<file path="src/rtl/decoder_sequencer.sv">
// Registered 2-to-4 one-hot decoder with valid/ready intake, a one-entry pending buffer and HOLD/GAP pulse timing.
// Optional even-parity check on intake is enabled by defining DECODER_SEQ_PARITY_EN.
module decoder_sequencer #(
  parameter int HOLD_CYCLES = 4,
  parameter int GAP_CYCLES  = 1,
  parameter int CNT_W       = 8
) (
  input  logic             clk,
  input  logic             rst_n,
  input  logic             enable,
  input  logic             in_valid,
  output logic             in_ready,
  input  logic [1:0]       in_code,
`ifdef DECODER_SEQ_PARITY_EN
  input  logic             in_parity,
  output logic             par_err,
`endif
  output logic [3:0]       out,
  output logic             out_valid,
  output logic             busy,
  output logic [CNT_W-1:0] code_cnt
);
  localparam int HW = (HOLD_CYCLES > 1) ? $clog2(HOLD_CYCLES) : 1;
  localparam int GW = (GAP_CYCLES > 1) ? $clog2(GAP_CYCLES) : 1;
  localparam logic [HW-1:0] HOLD_LOAD = HW'(HOLD_CYCLES - 1);
  localparam logic [GW-1:0] GAP_LOAD  = GW'((GAP_CYCLES > 0) ? (GAP_CYCLES - 1) : 0);

  localparam logic [1:0] IDLE  = 2'd0;
  localparam logic [1:0] DRIVE = 2'd1;
  localparam logic [1:0] GAP   = 2'd2;

  logic [1:0]       state_q, state_d;
  logic             pend_valid_q, pend_valid_d;
  logic [1:0]       pend_code_q, pend_code_d;
  logic [HW-1:0]    hold_q, hold_d;
  logic [GW-1:0]    gap_q, gap_d;
  logic [3:0]       out_q, out_d;
  logic             out_valid_q, out_valid_d;
  logic [CNT_W-1:0] cnt_q, cnt_d;
  logic             accept, code_ok, launch;

  function automatic logic [3:0] decode(input logic [1:0] code);
    return 4'b0001 << code;
  endfunction

  assign in_ready  = rst_n && enable && !pend_valid_q;
  assign accept    = in_valid && in_ready;
  assign out       = out_q;
  assign out_valid = out_valid_q;
  assign busy      = (state_q != IDLE) || pend_valid_q;
  assign code_cnt  = cnt_q;

`ifdef DECODER_SEQ_PARITY_EN
  logic par_err_q;
  assign code_ok = ~^{in_parity, in_code};
  assign par_err = par_err_q;

  always_ff @(posedge clk or negedge rst_n) begin
    if (!rst_n) par_err_q <= 1'b0;
    else        par_err_q <= accept && !code_ok;
  end
`else
  assign code_ok = 1'b1;
`endif

  always_comb begin
    state_d      = state_q;
    pend_valid_d = pend_valid_q;
    pend_code_d  = pend_code_q;
    hold_d       = hold_q;
    gap_d        = gap_q;
    out_d        = out_q;
    out_valid_d  = out_valid_q;
    cnt_d        = cnt_q;
    launch       = 1'b0;

    case (state_q)
      IDLE: launch = pend_valid_q && enable;
      DRIVE: begin
        if (hold_q == '0) begin
          if (GAP_CYCLES > 0) begin
            state_d     = GAP;
            out_d       = 4'b0000;
            out_valid_d = 1'b0;
            gap_d       = GAP_LOAD;
          end else if (pend_valid_q && enable) begin
            launch = 1'b1;
          end else begin
            state_d     = IDLE;
            out_d       = 4'b0000;
            out_valid_d = 1'b0;
          end
        end else begin
          hold_d = hold_q - HW'(1);
        end
      end
      GAP: begin
        if (gap_q == '0) begin
          if (pend_valid_q && enable) launch = 1'b1;
          else                        state_d = IDLE;
        end else begin
          gap_d = gap_q - GW'(1);
        end
      end
      default: state_d = IDLE;
    endcase

    // Launch and intake are mutually exclusive: intake needs an empty pending slot, launch needs a full one.
    if (launch) begin
      state_d      = DRIVE;
      hold_d       = HOLD_LOAD;
      out_d        = decode(pend_code_q);
      out_valid_d  = 1'b1;
      cnt_d        = cnt_q + CNT_W'(1);
      pend_valid_d = 1'b0;
    end
    if (accept && code_ok) begin
      pend_valid_d = 1'b1;
      pend_code_d  = in_code;
    end
  end

  always_ff @(posedge clk or negedge rst_n) begin
    if (!rst_n) begin
      state_q      <= IDLE;
      pend_valid_q <= 1'b0;
      pend_code_q  <= 2'b00;
      hold_q       <= '0;
      gap_q        <= '0;
      out_q        <= 4'b0000;
      out_valid_q  <= 1'b0;
      cnt_q        <= '0;
    end else begin
      state_q      <= state_d;
      pend_valid_q <= pend_valid_d;
      pend_code_q  <= pend_code_d;
      hold_q       <= hold_d;
      gap_q        <= gap_d;
      out_q        <= out_d;
      out_valid_q  <= out_valid_d;
      cnt_q        <= cnt_d;
    end
  end
endmodule
</file>
<file path="config.mk">
export PLATFORM = sky130hd
export DESIGN_NAME = decoder_sequencer
export DESIGN_NICKNAME = d
export VERILOG_FILES = /design/src/rtl/decoder_sequencer.sv
export SDC_FILE = /design/constraint.sdc
export NUM_CORES = 1
export LEC_CHECK = 0
export CORE_MARGIN = 5
export CORE_UTILIZATION = 47
export DETAILED_ROUTE_END_ITERATION = 8
export PLACE_DENSITY = 0.77
export SYNTH_ARGS = -nofsm -noshare
export SYNTH_HDL_FRONTEND = slang
export SYNTH_SLANG_ARGS = --single-unit
</file>
<file path="constraint.sdc">
create_clock -name clk -period 1.7 [get_ports clk]
set_input_delay 0.51 -clock clk [delete_from_list [all_inputs] [get_ports clk]]
set_output_delay 0.51 -clock clk [all_outputs]
set_load 0.01 [all_outputs]
</file>
==> impl_summary.md <==
Power
Cell internal power was estimated by the tool at between 1 and 1.5 mW. The sequential group share of total power is 0.412. Of the total power, the share spent switching nets is 0.3472. The cell area power density is between 1500 and 2000 mW/mm^2. The maximum vdd ir drop is 0.8525 mV. The leakage power is about 0.66 nW.

Of the total power, the clock network draws 0.118. The combinational power share is 0.470. The net switching component of the power is about 0.64 mW.

Worst setup path
The endpoint class of the critical path is an output port. The total buffers and inverters traversed by the critical path is 1. The highest-delay cell along the critical path is sky130_fd_sc_hd__dfrtp_1. The minimum setup slack among reg-to-reg paths is between 300 and 400 ps.

Broken down by cell family, the worst path's largest delay share belongs to flip-flops. The worst endpoint required time is approximately 1200 ps. The largest driver fanout on the critical path is 2. The category of the worst setup path launch point is a flip-flop.

The delay of the slowest cell on the worst path is just under 400 ps. The number of cells on the worst reg-to-reg path is 5. Data arrives at the worst endpoint at between 1000 and 1500 ps. Walking the worst path, the cells encountered are or3_1 > buf_2.

The class of the most critical setup path is reg -> out. The endpoint of the worst register-to-register path is hold_q[0]. In this run the critical register-to-register path is launched from state_q[1].

The source of the critical timing path is state_q[1].

Die
The die is ~53 um tall. The initial cell density of the core is 0.4942. The horizontal die dimension is 52.61 um. 21 I/O pins were placed.

The die covers around 0.0028 mm^2. The placeable core region is ~0.0017 mm^2. In this run the core area contains 15 standard-cell rows.

Routing
The total wire length after detailed routing is approximately 1.8 mm. The number of DRC markers in iteration 0 is 14. The number of optimization iterations in the first detailed-route pass is 4. The total via count after detailed routing is a little under 700. Using the TritonRoute via totals, the vias-per-cell ratio works out to roughly 5.0.

The final antenna-violating net count is 0. In the final routed layout, each cell accounts on average for 13.35 um. The residual DRC count is 0.

Placed design
The number of port buffers is 20. The worst slack after detailed placement is -549.3 ps. After legalization and detailed placement, the total HPWL measured roughly 1.3 mm. The number of placed instances with taps included is 122.

The last weighted congestion value of the routability-driven placer is about 0.80.

Timing
The number of failing hold endpoints at the final stage is 0. Measured against its own limit, the worst slew margin works out to 0.7505. At the pin with the least slew margin, the transition time is 374.2 ps. Of the available clock period, the critical path in the final layout requires 1.003. Setup repair after global routing could not meet its margin everywhere.

The setup skew after layout is between 4 and 5 ps. The post-layout worst setup margin is -4.564 ps. The setup total negative slack is -4.564 ps. The number of pins with negative max-slew slack in the final report was 0. The final critical delay including setup and external delays is between 1500 and 2000 ps. Setup violations remaining at the end of the flow were counted as 1. The maximum achievable frequency is roughly 590 MHz.

Synth
The synthesized design spends more area on one cell type than any other, namely sky130_fd_sc_hd__dfrtp_1. Of the post-synthesis cell area, the dominant cell type holds 0.5865. The cell area after synthesis is 853.3 um^2. The commonest cells after synthesis are 20 x sky130_fd_sc_hd__dfrtp_1, 12 x sky130_fd_sc_hd__nand2_1, 5 x sky130_fd_sc_hd__xnor2_1.

The most used flip-flop cell after synthesis is sky130_fd_sc_hd__dfrtp_1. During synthesis, Yosys emitted a total of 0 warnings. The flip-flop and latch count after synthesis is 20. The average footprint of a synthesized cell is 11.85 um^2. The count of different cell masters after synthesis is 26. Counting flops with a built-in enable in the synthesized netlist gives 0. Sorting the synthesized cells by area gives the leading types as sky130_fd_sc_hd__dfrtp_1 59%, sky130_fd_sc_hd__nand2_1 5.3%, sky130_fd_sc_hd__xnor2_1 5.1%. The number of instances in the synthesized netlist is between 70 and 80. By instance count, the leading cell after synthesis is sky130_fd_sc_hd__dfrtp_1. Counting every net in the synthesized netlist gives 80.

Counting flops with an async set or reset pin after synthesis yields a share of 1.000. The register area share after synthesis is 0.5865.

Layout
For this run, the post-layout net count is 119. The growth of design area from synthesis to finish is 40.32%. For this run, the number of standard cells in the final layout without fillers is between 100 and 150. In the final layout, the share of cells above drive strength 1 is 0.2385.

0 antenna diodes ended up in the layout. The end-of-flow core utilization is 0.6935. The number of fillers in the final layout is between 100 and 150.

GRT
For this run, the total global-route usage over all layers was measured as 0.1536. The number of antenna violations at the first check in global routing is 0. The first global-routing pass estimated slightly above 3 mm of wire. The final global-route overflow total is 0. The via count of the first global-routing pass was between 600 and 700. Entering global routing, the biggest net connects 21 pins.

Run status
The checks that failed: negative setup slack. The flow ran to the end, but the final reports show violations.

CTS
The clock drives 20 sinks. The H-tree level count is 1. The CTS tree is yes. The worst-skew pair later-pin latency is between 200 and 300 ps. The clock transition time at the flip-flop clock pins of the worst setup and hold paths is 110 ps. In this run, post-CTS hold repair placed 0 buffers.

The root buffer cell chosen for the clock tree is sky130_fd_sc_hd__clkbuf_4. The number of buffers on the longest clock path is 2. Clock tree synthesis inserted a total of 3 buffers.

Flow run
The number of maximum-capacitance violations is 0.

Worst hold path
The tightest min-delay check is of the in -> async type.
## worst max path at each step
stage | end | cells after the start
global placement | in_ready | 3
CTS | busy | 2
global route | busy | 2
detailed placement | in_ready | 3
floorplan | busy | 1
finish | busy | 2
## layout by cell type, fill, tap and decap left out, types with 3 or more instances in the layout
master and instances:
sky130_fd_sc_hd__dfrtp_1 20, sky130_fd_sc_hd__buf_4 15, sky130_fd_sc_hd__dlygate4sd2_1 14, sky130_fd_sc_hd__nand2_1 12, sky130_fd_sc_hd__xnor2_1 5, sky130_fd_sc_hd__inv_1 3, sky130_fd_sc_hd__nand4_1 3, sky130_fd_sc_hd__xor2_1 3
sky130_fd_sc_hd__nor3_1 3, sky130_fd_sc_hd__clkbuf_4 3, sky130_fd_sc_hd__clkdlybuf4s50_1 3
## per-layer routing
| metal | vias up | routed length [um] | track usage |
|---|---|---|---|
| li1 | 320 | - | - |
| met1 | 334 | 792 | 0.1820 |
| met2 | 17 | 895 | 0.2624 |
| met3 | 2 | 90 | 0.03704 |
| met4 | 0 | 10 | 0.06383 |
| met5 | - | 0 | 0 |
## layout make-up
cell class	count	area (um^2)	share of cell area
clock buffers	3	22.52	0.01881
inverters	3	11.26	0.009404
multi-input cells	47	326.6	0.2727
flip-flops and latches	20	500.5	0.4180
well taps	25	31.28	0.02612
repair buffers	36	305.3	0.2550
## repair_timing
action,CTS,global route
buffers inserted,7,2
gates resized for setup,24,1
endpoints found under the setup margin,15,3
pin swaps,2,0
## through the flow
step           area (um^2)  total power, mW  hold slack, ps
6_report              1197            1.832           298.1
5_1_grt               1197            1.966           326.6
4_1_cts               1180            1.830           301.8
3_5_place_dp          1122            1.605           460.0
3_3_place_gp          1122            1.562           454.5
2_1_floorplan        853.3            1.199           214.4
## logic make-up after synthesis
kind of cell | Yosys count | synth area share
AND/OR/NAND/NOR | 29 | 0.1892
flip-flops | 20 | 0.5865
XOR/XNOR | 8 | 0.08211
AO/OA/AOI/OAI | 6 | 0.05572
buffers and inverters | 5 | 0.03080
multiplexers | 2 | 0.02639
adder cells (fa/ha/maj) | 2 | 0.02932
## state kept, by name, summed over array words and instances (netlist names)
| signal | cells |
|---|---|
| code_cnt | 8 |
| out | 4 |
| hold_q | 2 |
| pend_code_q | 2 |
| state_q | 2 |
| out_valid | 1 |
| pend_valid_q | 1 |
## power by group through the flow
stage	clock network (mW)	logic (mW)	registers [mW]
after floorplan	0	0.379	0.820
after global routing	0.240	0.944	0.782
after CTS	0.224	0.852	0.755
after global placement	0	0.778	0.784
after detailed placement	0	0.809	0.797
final	0.216	0.861	0.755
## worst register-to-register path, stage by stage (launching register included)
cell and delay, ps:
sky130_fd_sc_hd__dfrtp_1 390, sky130_fd_sc_hd__buf_4 130, sky130_fd_sc_hd__buf_4 120, sky130_fd_sc_hd__or3b_4 410, sky130_fd_sc_hd__xnor2_1 160, sky130_fd_sc_hd__nand2_1 70
No activity file was read; power rests on OpenSTA's default activity.
